<file path="src/rtl/alu_pkg.sv">
// Shared definitions for the shift/rotate datapath: mode codes, FSM states
// and the ALU opcode to shift-mode mapping used by the control FSM.
package alu_pkg;

    localparam logic [2:0] MODE_SHR  = 3'b000;
    localparam logic [2:0] MODE_SHRA = 3'b001;
    localparam logic [2:0] MODE_SHL  = 3'b010;
    localparam logic [2:0] MODE_ROR  = 3'b011;
    localparam logic [2:0] MODE_ROL  = 3'b100;
    localparam logic [2:0] MODE_BAD  = 3'b111;

    typedef enum logic [1:0] {
        ST_IDLE  = 2'b00,
        ST_SHIFT = 2'b01,
        ST_DONE  = 2'b10
    } state_t;

    // Codes 101..111 are not defined shift modes.
    function automatic logic mode_is_legal(input logic [2:0] m);
        return (m <= MODE_ROL);
    endfunction

    // Datapath ALUopcode to shift mode; non-shift opcodes map to an illegal code.
    function automatic logic [2:0] opcode_to_mode(input logic [4:0] op);
        logic [2:0] m;
        case (op)
            5'b00111: m = MODE_SHR;
            5'b01000: m = MODE_SHRA;
            5'b01001: m = MODE_SHL;
            5'b01010: m = MODE_ROR;
            5'b01011: m = MODE_ROL;
            default:  m = MODE_BAD;
        endcase
        return m;
    endfunction

endpackage

</file>
<file path="src/rtl/shift_step.sv">
// Combinational shift/rotate of a WIDTH-bit word by k bits (k in 1..STEP when
// used), with the last bit moved out reported on cout.
module shift_step
    import alu_pkg::*;
#(
    parameter int WIDTH = 32,
    parameter int SHW   = $clog2(WIDTH)
) (
    input  logic [2:0]       mode,
    input  logic [WIDTH-1:0] din,
    input  logic [SHW-1:0]   k,
    output logic [WIDTH-1:0] dout,
    output logic             cout
);

    logic [SHW-1:0] lo_idx;
    logic [SHW-1:0] hi_idx;

    // One step of the selected operation; the carry index wraps modulo WIDTH,
    // so hi_idx is WIDTH-k and a rotate by 0 degenerates to din.
    always_comb begin
        lo_idx = k - SHW'(1);
        hi_idx = SHW'(0) - k;
        dout   = din;
        cout   = 1'b0;
        case (mode)
            MODE_SHR: begin
                dout = din >> k;
                cout = din[lo_idx];
            end
            MODE_SHRA: begin
                dout = $signed(din) >>> k;
                cout = din[lo_idx];
            end
            MODE_SHL: begin
                dout = din << k;
                cout = din[hi_idx];
            end
            MODE_ROR: begin
                dout = (din >> k) | (din << hi_idx);
                cout = din[lo_idx];
            end
            MODE_ROL: begin
                dout = (din << k) | (din >> hi_idx);
                cout = din[hi_idx];
            end
            default: begin
                dout = din;
                cout = 1'b0;
            end
        endcase
    end

endmodule

</file>
<file path="src/rtl/seq_shift_unit.sv">
// Multi-cycle shift/rotate unit: moves at most STEP bits per cycle under a
// start/done handshake. The accept edge already performs the first step, so
// done is high in cycle max(1, ceil(amt/STEP)) counted from the accept edge.
module seq_shift_unit
    import alu_pkg::*;
#(
    parameter int WIDTH = 32,
    parameter int STEP  = 4,
    localparam int SHW  = $clog2(WIDTH)
) (
    input  logic             clk,
    input  logic             clr,
    input  logic             start,
    input  logic [2:0]       mode,
    input  logic [WIDTH-1:0] a,
    input  logic [SHW-1:0]   amt,
    output logic             busy,
    output logic             done,
    output logic [WIDTH-1:0] result,
    output logic             carry_out,
    output logic             illegal
);

    localparam logic [SHW-1:0] STEP_K = SHW'(STEP);

    state_t           state_reg, state_next;
    logic [WIDTH-1:0] work_reg, work_next;
    logic [2:0]       mode_reg, mode_next;
    logic [SHW-1:0]   rem_reg, rem_next;
    logic [WIDTH-1:0] result_reg, result_next;
    logic             carry_reg, carry_next;
    logic             illegal_reg, illegal_next;

    logic             accept;
    logic [WIDTH-1:0] step_in, step_out;
    logic [2:0]       step_mode;
    logic [SHW-1:0]   step_rem, step_k, rem_after;
    logic             step_cout;

    // Step operands come from the ports on an accept, else from the working registers.
    always_comb begin
        accept    = start && (state_reg != ST_SHIFT);
        step_in   = accept ? a    : work_reg;
        step_mode = accept ? mode : mode_reg;
        step_rem  = accept ? amt  : rem_reg;
        step_k    = (step_rem > STEP_K) ? STEP_K : step_rem;
        rem_after = step_rem - step_k;
    end

    shift_step #(
        .WIDTH (WIDTH),
        .SHW   (SHW)
    ) u_step (
        .mode (step_mode),
        .din  (step_in),
        .k    (step_k),
        .dout (step_out),
        .cout (step_cout)
    );

    // Next-state, working-register and result-load logic.
    always_comb begin
        state_next   = state_reg;
        work_next    = work_reg;
        mode_next    = mode_reg;
        rem_next     = rem_reg;
        result_next  = result_reg;
        carry_next   = carry_reg;
        illegal_next = illegal_reg;
        case (state_reg)
            ST_IDLE, ST_DONE: begin
                state_next = ST_IDLE;
                if (start) begin
                    mode_next = mode;
                    if (!mode_is_legal(mode) || (amt == '0)) begin
                        // Nothing to shift: pass the operand straight through.
                        state_next   = ST_DONE;
                        work_next    = a;
                        rem_next     = '0;
                        result_next  = a;
                        carry_next   = 1'b0;
                        illegal_next = !mode_is_legal(mode);
                    end else begin
                        work_next = step_out;
                        rem_next  = rem_after;
                        if (rem_after == '0) begin
                            state_next   = ST_DONE;
                            result_next  = step_out;
                            carry_next   = step_cout;
                            illegal_next = 1'b0;
                        end else begin
                            state_next = ST_SHIFT;
                        end
                    end
                end
            end
            ST_SHIFT: begin
                work_next = step_out;
                rem_next  = rem_after;
                if (rem_after == '0) begin
                    state_next   = ST_DONE;
                    result_next  = step_out;
                    carry_next   = step_cout;
                    illegal_next = 1'b0;
                end
            end
            default: begin
                state_next = ST_IDLE;
            end
        endcase
    end

    // State and datapath registers; clr abandons any operation in flight.
    always_ff @(posedge clk or negedge clr) begin
        if (!clr) begin
            state_reg   <= ST_IDLE;
            work_reg    <= '0;
            mode_reg    <= '0;
            rem_reg     <= '0;
            result_reg  <= '0;
            carry_reg   <= 1'b0;
            illegal_reg <= 1'b0;
        end else begin
            state_reg   <= state_next;
            work_reg    <= work_next;
            mode_reg    <= mode_next;
            rem_reg     <= rem_next;
            result_reg  <= result_next;
            carry_reg   <= carry_next;
            illegal_reg <= illegal_next;
        end
    end

    assign busy      = (state_reg == ST_SHIFT);
    assign done      = (state_reg == ST_DONE);
    assign result    = result_reg;
    assign carry_out = carry_reg;
    assign illegal   = illegal_reg;

endmodule

</file>
<file path="config.mk">
export PLATFORM = sky130hd
export DESIGN_NAME = seq_shift_unit
export DESIGN_NICKNAME = d
export VERILOG_FILES = /design/src/rtl/alu_pkg.sv /design/src/rtl/shift_step.sv /design/src/rtl/seq_shift_unit.sv
export SDC_FILE = /design/constraint.sdc
export NUM_CORES = 1
export LEC_CHECK = 0
export BUFFER_PORTS_ARGS = -buffer_cell sky130_fd_sc_hd__buf_2
export CAP_MARGIN = 20
export CORE_ASPECT_RATIO = 0.6
export CORE_MARGIN = 8
export CORE_UTILIZATION = 30
export CTS_BUF_LIST = sky130_fd_sc_hd__clkbuf_8
export CTS_CLUSTER_SIZE = 28
export DETAILED_ROUTE_END_ITERATION = 8
export GPL_TIMING_DRIVEN = 0
export HOLD_SLACK_MARGIN = 0.05
export PLACE_DENSITY = 0.5
export SYNTH_ARGS = -nofsm -noshare
export SYNTH_HDL_FRONTEND = slang
export SYNTH_SLANG_ARGS = --single-unit
</file>
<file path="constraint.sdc">
create_clock -name clk -period 4.5 [get_ports clk]
set_input_delay 1.125 -clock clk [delete_from_list [all_inputs] [get_ports clk]]
set_output_delay 1.125 -clock clk [all_outputs]
set_load 0.005 [all_outputs]
</file>
# After elaboration in Yosys (flattened, before gate mapping)
# Cells that the tools add are included.
dict set report classes {
  n_addsub 3
  order_cmp 4
  n_eq_ne 9
  shifts 5
  n_mux 33
  bitwise_logic 2
  reduce_logical 13
}
# operator count
set ops {}
lappend ops {{32-bit 2-to-1 mux} 6}
lappend ops {{32-bit one-hot mux with 5 select lines} 1}
lappend ops {{32-bit one-hot mux with 2 select lines} 2}
lappend ops {{32-bit bitwise OR} 2}
lappend ops {{32-bit by 5-bit left shift with 32-bit output} 2}
lappend ops {{32-bit by 5-bit >> shifter with 32-bit output} 2}
lappend ops {{32-bit by 5-bit >>> shifter with 32-bit output} 1}
lappend ops {{5-bit 2-to-1 mux} 4}
lappend ops {{5-bit by 6-bit less-than comparator with 1-bit output (second input constant)} 2}
lappend ops {{1-bit binary-select mux with 5-bit select} 2}
lappend ops {{5-bit logical NOT} 2}
lappend ops {{5-bit one-hot mux with 2 select lines} 1}
lappend ops {{1-bit 2-to-1 mux} 8}
lappend ops {{2-bit 2-to-1 mux} 4}
lappend ops {{3-bit by 2-bit == test with 1-bit output (second input constant)} 2}
lappend ops {{1-bit one-hot mux with 2 select lines} 3}
lappend ops {{5-bit by 3-bit > comparator with 1-bit output (second input constant)} 1}
lappend ops {{1-bit by 5-bit subtractor with 5-bit output (first input constant)} 1}
lappend ops {{5-bit by 1-bit subtractor with 5-bit output (second input constant)} 1}
lappend ops {{5-bit subtractor} 1}
lappend ops {{2-bit by 1-bit != test with 1-bit output (second input constant)} 2}
lappend ops {{2-bit one-hot mux with 2 select lines} 1}
lappend ops {{2-bit AND reduction} 2}
lappend ops {{2-bit OR reduction} 2}
lappend ops {{other kinds (14)} 14}
dict set report word_totals {
  regBits 76
  out_inout_bits 36
  wordCells 76
}

# Depth between registers and ports, before layout
dict set report depth {
  depth_word 13
  ltp_mapped 21
  ltp_nobuf 15
}

# By module
# Synthesis repeated with hierarchy kept, for this count alone.
dict set report hier_totals {
  hier_cells 1593
  hier_area_um2 12544.5
}
# module n_inst cells_per_inst area_each_um2
set modules_own_cells {}
lappend modules_own_cells {shift_step 1 1147 8530.7}
lappend modules_own_cells {seq_shift_unit 1 446 4013.8}

# Worst setup path after synthesis
# OpenSTA, ideal clock, no wires.
dict set report synth_timing {
  kind {input -> register}
  startpoint {in start}
  endpoint {reg result_reg[4] (netlist: result[4])}
  t_arrival_ps 4559
  path_slack_ps -190
  stages 18
  n_path_buf 7
  cell_sequence {buf_2 -> inv_2 -> o21ai_2 -> nand2_1 -> clkbuf_1 -> clkbuf_1 -> nand2_1 -> ha_1 -> clkbuf_1 -> inv_1 -> buf_1 -> clkbuf_1 -> clkbuf_1 -> o211ai_1 -> o21ai_0 -> o22ai_1 -> a211oi_1 -> o31ai_1}
}
dict set report synth_via {
  elab_chain_len 12
}
# element line_no
set synth_lines {}
lappend synth_lines {{start, declared} seq_shift_unit.sv:13} ;# input logic start,
lappend synth_lines {{1-bit logical AND} seq_shift_unit.sv:42} ;# accept = start && (state_reg != ST_SHIFT);
lappend synth_lines {{5-bit 2-to-1 mux} seq_shift_unit.sv:45} ;# step_rem = accept ? amt : rem_reg;
lappend synth_lines {{5-bit by 3-bit > comparator with 1-bit output} seq_shift_unit.sv:46} ;# step_k = (step_rem > STEP_K) ? STEP_K : step_rem;
lappend synth_lines {{5-bit 2-to-1 mux} seq_shift_unit.sv:46}
lappend synth_lines {{1-bit by 5-bit subtractor with 5-bit output} shift_step.sv:23} ;# hi_idx = SHW'(0) - k;
lappend synth_lines {{32-bit by 5-bit >> shifter with 32-bit output / 32-bit by 5-bit left shift with 32-bit output (equally long branches)} {shift_step.sv:44, shift_step.sv:40}}
lappend synth_lines {{32-bit bitwise OR, on equally long branches} {shift_step.sv:44, shift_step.sv:40}}
lappend synth_lines {{32-bit one-hot mux with 5 select lines} shift_step.sv:26} ;# case (mode)
lappend synth_lines {{32-bit 2-to-1 mux} {seq_shift_unit.sv:86, seq_shift_unit.sv:100}}
lappend synth_lines {{32-bit 2-to-1 mux} seq_shift_unit.sv:75} ;# if (!mode_is_legal(mode) || (amt == '0)) begin
lappend synth_lines {{32-bit 2-to-1 mux} seq_shift_unit.sv:73} ;# if (start) begin
lappend synth_lines {{32-bit one-hot mux with 2 select lines} seq_shift_unit.sv:70} ;# case (state_reg)
lappend synth_lines {{end signal, assigned} seq_shift_unit.sv:128} ;# result_reg <= result_next;
lappend synth_lines {{end, declared} seq_shift_unit.sv:30} ;# logic [WIDTH-1:0] result_reg, result_next;
# Parallel ways exist; a longest one is shown, timed or not. The select of a mux whose other input is x is not followed.
# A chain may end at the register's enable or synchronous reset.

# Final worst setup path
dict set report layout_timing {
  startpoint {reg state_reg[0]}
  endpoint {reg result_reg[29] (netlist: result[29])}
}
dict set report layout_via {
  elab_chain_len 13
}
# element line_no
set layout_lines {}
lappend layout_lines {{start, declared} seq_shift_unit.sv:26} ;# state_t state_reg, state_next;
lappend layout_lines {{start signal, assigned} seq_shift_unit.sv:124} ;# state_reg <= state_next;
lappend layout_lines {{2-bit by 1-bit != test with 1-bit output} seq_shift_unit.sv:42}
lappend layout_lines {{1-bit logical AND} seq_shift_unit.sv:42}
lappend layout_lines {{5-bit 2-to-1 mux} seq_shift_unit.sv:45}
lappend layout_lines {{5-bit by 3-bit > comparator with 1-bit output} seq_shift_unit.sv:46}
lappend layout_lines {{5-bit 2-to-1 mux} seq_shift_unit.sv:46}
lappend layout_lines {{1-bit by 5-bit subtractor with 5-bit output} shift_step.sv:23}
lappend layout_lines {{32-bit by 5-bit >> shifter with 32-bit output / 32-bit by 5-bit left shift with 32-bit output (equally long branches)} {shift_step.sv:44, shift_step.sv:40}}
lappend layout_lines {{32-bit bitwise OR, on equally long branches} {shift_step.sv:44, shift_step.sv:40}}
lappend layout_lines {{32-bit one-hot mux with 5 select lines} shift_step.sv:26}
lappend layout_lines {{32-bit 2-to-1 mux} {seq_shift_unit.sv:86, seq_shift_unit.sv:100}}
lappend layout_lines {{32-bit 2-to-1 mux} seq_shift_unit.sv:75}
lappend layout_lines {{32-bit 2-to-1 mux} seq_shift_unit.sv:73}
lappend layout_lines {{32-bit one-hot mux with 2 select lines} seq_shift_unit.sv:70}
# Parallel ways exist; a longest one is shown, timed or not. The select of a mux whose other input is x is not followed.

==> flow_metrics.tcl <==
set metrics [dict create \
    synth-async-reset-ratio_pct 100 \
    numCtsBuffers 9 \
    tritoncts_clock_tree "yes" \
    outcome "finished with violations" \
    worst_skew_pair.late_latency_ns 0.40 \
    synthMostInstantiatedCell "sky130_fd_sc_hd__nand2_1" \
    synth.net_count 1394 \
    met3RoutedLength_um 12100 \
    timing.clock.skew_ns 0.0166 \
    detail_route.vias_per_cell 7.08 \
    die_x_um 249 \
    routed_wire_length_per_instance_um 39.6 \
    place_ws_ns -2.53 \
    slew_violations 0 \
    slew_headroom_pct 21.4 \
    cp_data_required_time_ns 4.78 \
    setup_viol_count_final 5 \
    setup-tns-final_ns -0.206 \
    detail_route.wirelength.met1_um 33000 \
    synth_top_cells_by_area "sky130_fd_sc_hd__dfrtp_1, sky130_fd_sc_hd__mux2i_1, sky130_fd_sc_hd__nand2_1, sky130_fd_sc_hd__nor2_1, sky130_fd_sc_hd__a21oi_1" \
    detailedRoute.firstIterationViolations 2213 \
    cts-root-to-sink-buffers 2 \
    detailed_place_hpwl_um 61000 \
    synth_edf_count 0 \
    tightest_slew_ns 1.15 \
    stdcell_area_mm2 0.0124 \
    final-hold-violation-count 0 \
    yosys_register_bits 76 \
    gp_congestion 1.07 \
    synth_area_leader_cell "sky130_fd_sc_hd__dfrtp_1" \
    setup.worst_path.start_class "flop" \
    drv.max_cap_violation_count 0 \
    ant_nets 0 \
    globalRouteOverflowTotal 0 \
    whs_ns 0.498 \
    num-nets-final 1533 \
    floorplan.die_area_mm2 0.0389 \
    io_pins 79 \
    numClockSinks 76 \
    synth.lib_cells_used.distinct 85 \
    synth-warning-count 0 \
    area_delta_synth_final_pct 26.8 \
    cp_data_arrival_time_ns 4.85 \
    crit_type "reg2reg" \
    synth-seq-area-share_pct 19.4 \
    maximum_clock_frequency_ghz 0.219 \
    core_area_mm2 0.0323 \
    most_common_library_cells_after_synthesis "sky130_fd_sc_hd__nand2_1, sky130_fd_sc_hd__nor2_1, sky130_fd_sc_hd__a21oi_1, sky130_fd_sc_hd__mux2i_1, sky130_fd_sc_hd__o21ai_0" \
    synth_largest_type_area_fraction_pct 19.4 \
    worst_slack_ns -0.0723 \
    grt_first_pass_wirelength_um 104000 \
    dieHeight_um 156 \
    min_path_type "reg2reg" \
    number_of_buffer_cells_added_on_primary_ports 77 \
    regToRegSetupSlack_ns -0.07 \
    drt_pre_antenna_iters 6 \
    highest-signal-layer "met4" \
    drcViolationCount 0 \
    row_count 51 \
    num_vias 13600 \
    setup.worst_path.end_class "flop" \
    syn_avg_cell_area_um2 7.27 \
    grt.total_usage_pct 37.6 \
    start_util_pct 30.4 \
    layout-drive-gt1-share_pct 28.2 \
    number_of_antenna_violations_at_the_first_check_in_global_routing 2 \
    layout_min_cycle_time_ns 4.57 \
    postRouteWirelength_um 76100 \
    timing.final.crit_share_pct 102 \
    grt_max_degree 63 \
    synthFlopType "sky130_fd_sc_hd__dfrtp_1" \
    synth_area_mm2 0.00981 \
    grt_pass1_vias 12600 \
    placed_cell_area_mm2 0.0108 \
    dr_wl_met2_um 27800 \
    htree_levels 3 \
    failed_checks "setup timing" \
    cts_root_buf "sky130_fd_sc_hd__clkbuf_8" \
    worst_setup_hold_path_clk_slew_ns 0.10 \
    path_max_fanout 10 \
    gate_count_post_synth 1349 \
]
## through the flow
step           util [%]  std cells
6_report           38.5       1921
4_1_cts            36.7       1893
3_3_place_gp       33.3       1850
2_1_floorplan         -       1349
3_5_place_dp       33.6       1857
5_1_grt            38.5       1917
## critical path, stage by stage, from the launching register on
cell	delay, ns
sky130_fd_sc_hd__dfrtp_1	0.42
sky130_fd_sc_hd__nand2b_1	0.08
sky130_fd_sc_hd__buf_4	0.19
sky130_fd_sc_hd__inv_4	0.07
sky130_fd_sc_hd__buf_6	0.16
sky130_fd_sc_hd__nor2_8	0.19
sky130_fd_sc_hd__buf_6	0.23
sky130_fd_sc_hd__buf_8	0.21
sky130_fd_sc_hd__buf_6	0.23
sky130_fd_sc_hd__mux2i_4	0.47
sky130_fd_sc_hd__clkbuf_4	0.37
sky130_fd_sc_hd__nand2_1	0.26
sky130_fd_sc_hd__o2111ai_1	0.29
sky130_fd_sc_hd__o21ai_0	0.36
sky130_fd_sc_hd__nor4b_2	0.51
sky130_fd_sc_hd__o211a_4	0.29
sky130_fd_sc_hd__a21oi_1	0.08
## layout by cell type, fill, tap and decap left out, types with 13 or more instances in the layout
cell type                  Yosys  final
sky130_fd_sc_hd__o21ai_0      89     79
sky130_fd_sc_hd__nor2_1      147    138
sky130_fd_sc_hd__mux4_2       17     17
sky130_fd_sc_hd__a31oi_1      22     19
sky130_fd_sc_hd__buf_2        30     97
sky130_fd_sc_hd__o211ai_1     21     21
sky130_fd_sc_hd__mux2_2       22     21
sky130_fd_sc_hd__nand2_1     231    224
sky130_fd_sc_hd__a211oi_1     32     28
sky130_fd_sc_hd__mux2i_2       5     15
sky130_fd_sc_hd__a21oi_1     110     97
sky130_fd_sc_hd__nand3_1      34     29
sky130_fd_sc_hd__buf_6         4     15
sky130_fd_sc_hd__mux2i_1      92     71
sky130_fd_sc_hd__clkbuf_1     65     35
sky130_fd_sc_hd__buf_4         5     52
sky130_fd_sc_hd__clkbuf_2      0     15
sky130_fd_sc_hd__mux2i_4       2     13
sky130_fd_sc_hd__o22ai_1      49     44
sky130_fd_sc_hd__dfrtp_1      76     76
sky130_fd_sc_hd__clkbuf_4      0     13
sky130_fd_sc_hd__nor3_1       22     18
## layout make-up
cell class,instances,area [µm²]
antenna,4,10.0
buffer,111,708
clock buffer,10,138
clock inverter,6,70.1
fill,3498,19800
inverter,11,58.8
multi-input combinational,1148,8140
sequential,76,1900
tap,424,531
timing repair buffer,131,888
## kinds of logic (layout without fill, tap and decap cells)
family / count (synthesis) / in the layout / share of synthesized area (%)
DFF: 76 / 76 / 19.4
buffers and inverters: 125 / 269 / 5.83
muxes: 141 / 141 / 17.4
AOI/OAI and AO/OA: 502 / 502 / 34.7
adders and majority gates: 2 / 2 / 0.255
and+or+nand+nor: 501 / 501 / 22.3
xor gates and xnor gates: 1 / 1 / 0.0893
other: 1 / 5 / 0.0382
## layer usage
metal,up-vias,track usage [%]
li1,5444,-
met3,181,16.4
met2,1255,48.4
met1,6712,53.5
met4,0,13.8
met5,-,0
## path summary, 6_finish.rpt
kind                                           from                       to  depth (start not counted)
min in group asynchronous                       clr  mode_reg[0]$_DFFE_PN0P_                          1
hold reg to reg             mode_reg[2]$_DFFE_PN0P_  mode_reg[2]$_DFFE_PN0P_                          2
setup reg to reg           state_reg[0]$_DFFE_PN0P_   result[29]$_DFFE_PN0P_                         16
hold / removal              mode_reg[2]$_DFFE_PN0P_  mode_reg[2]$_DFFE_PN0P_                          2
max in group asynchronous                       clr   result[19]$_DFFE_PN0P_                          2
setup / recovery           state_reg[0]$_DFFE_PN0P_   result[29]$_DFFE_PN0P_                         16
## timing repair
| action | in CTS | in global routing |
|---|---|---|
| hold endpoints to repair | 0 | 0 |
| setup endpoints to repair | 68 | 65 |
| gates resized for setup | 159 | 94 |
| buffers inserted | 23 | 25 |
| pin swaps | 21 | 25 |
| hold buffers | 0 | 0 |
Power is left out: the tool's default activity adds up to more than one toggle a clock period on the data nets, which glitch-free logic cannot reach.
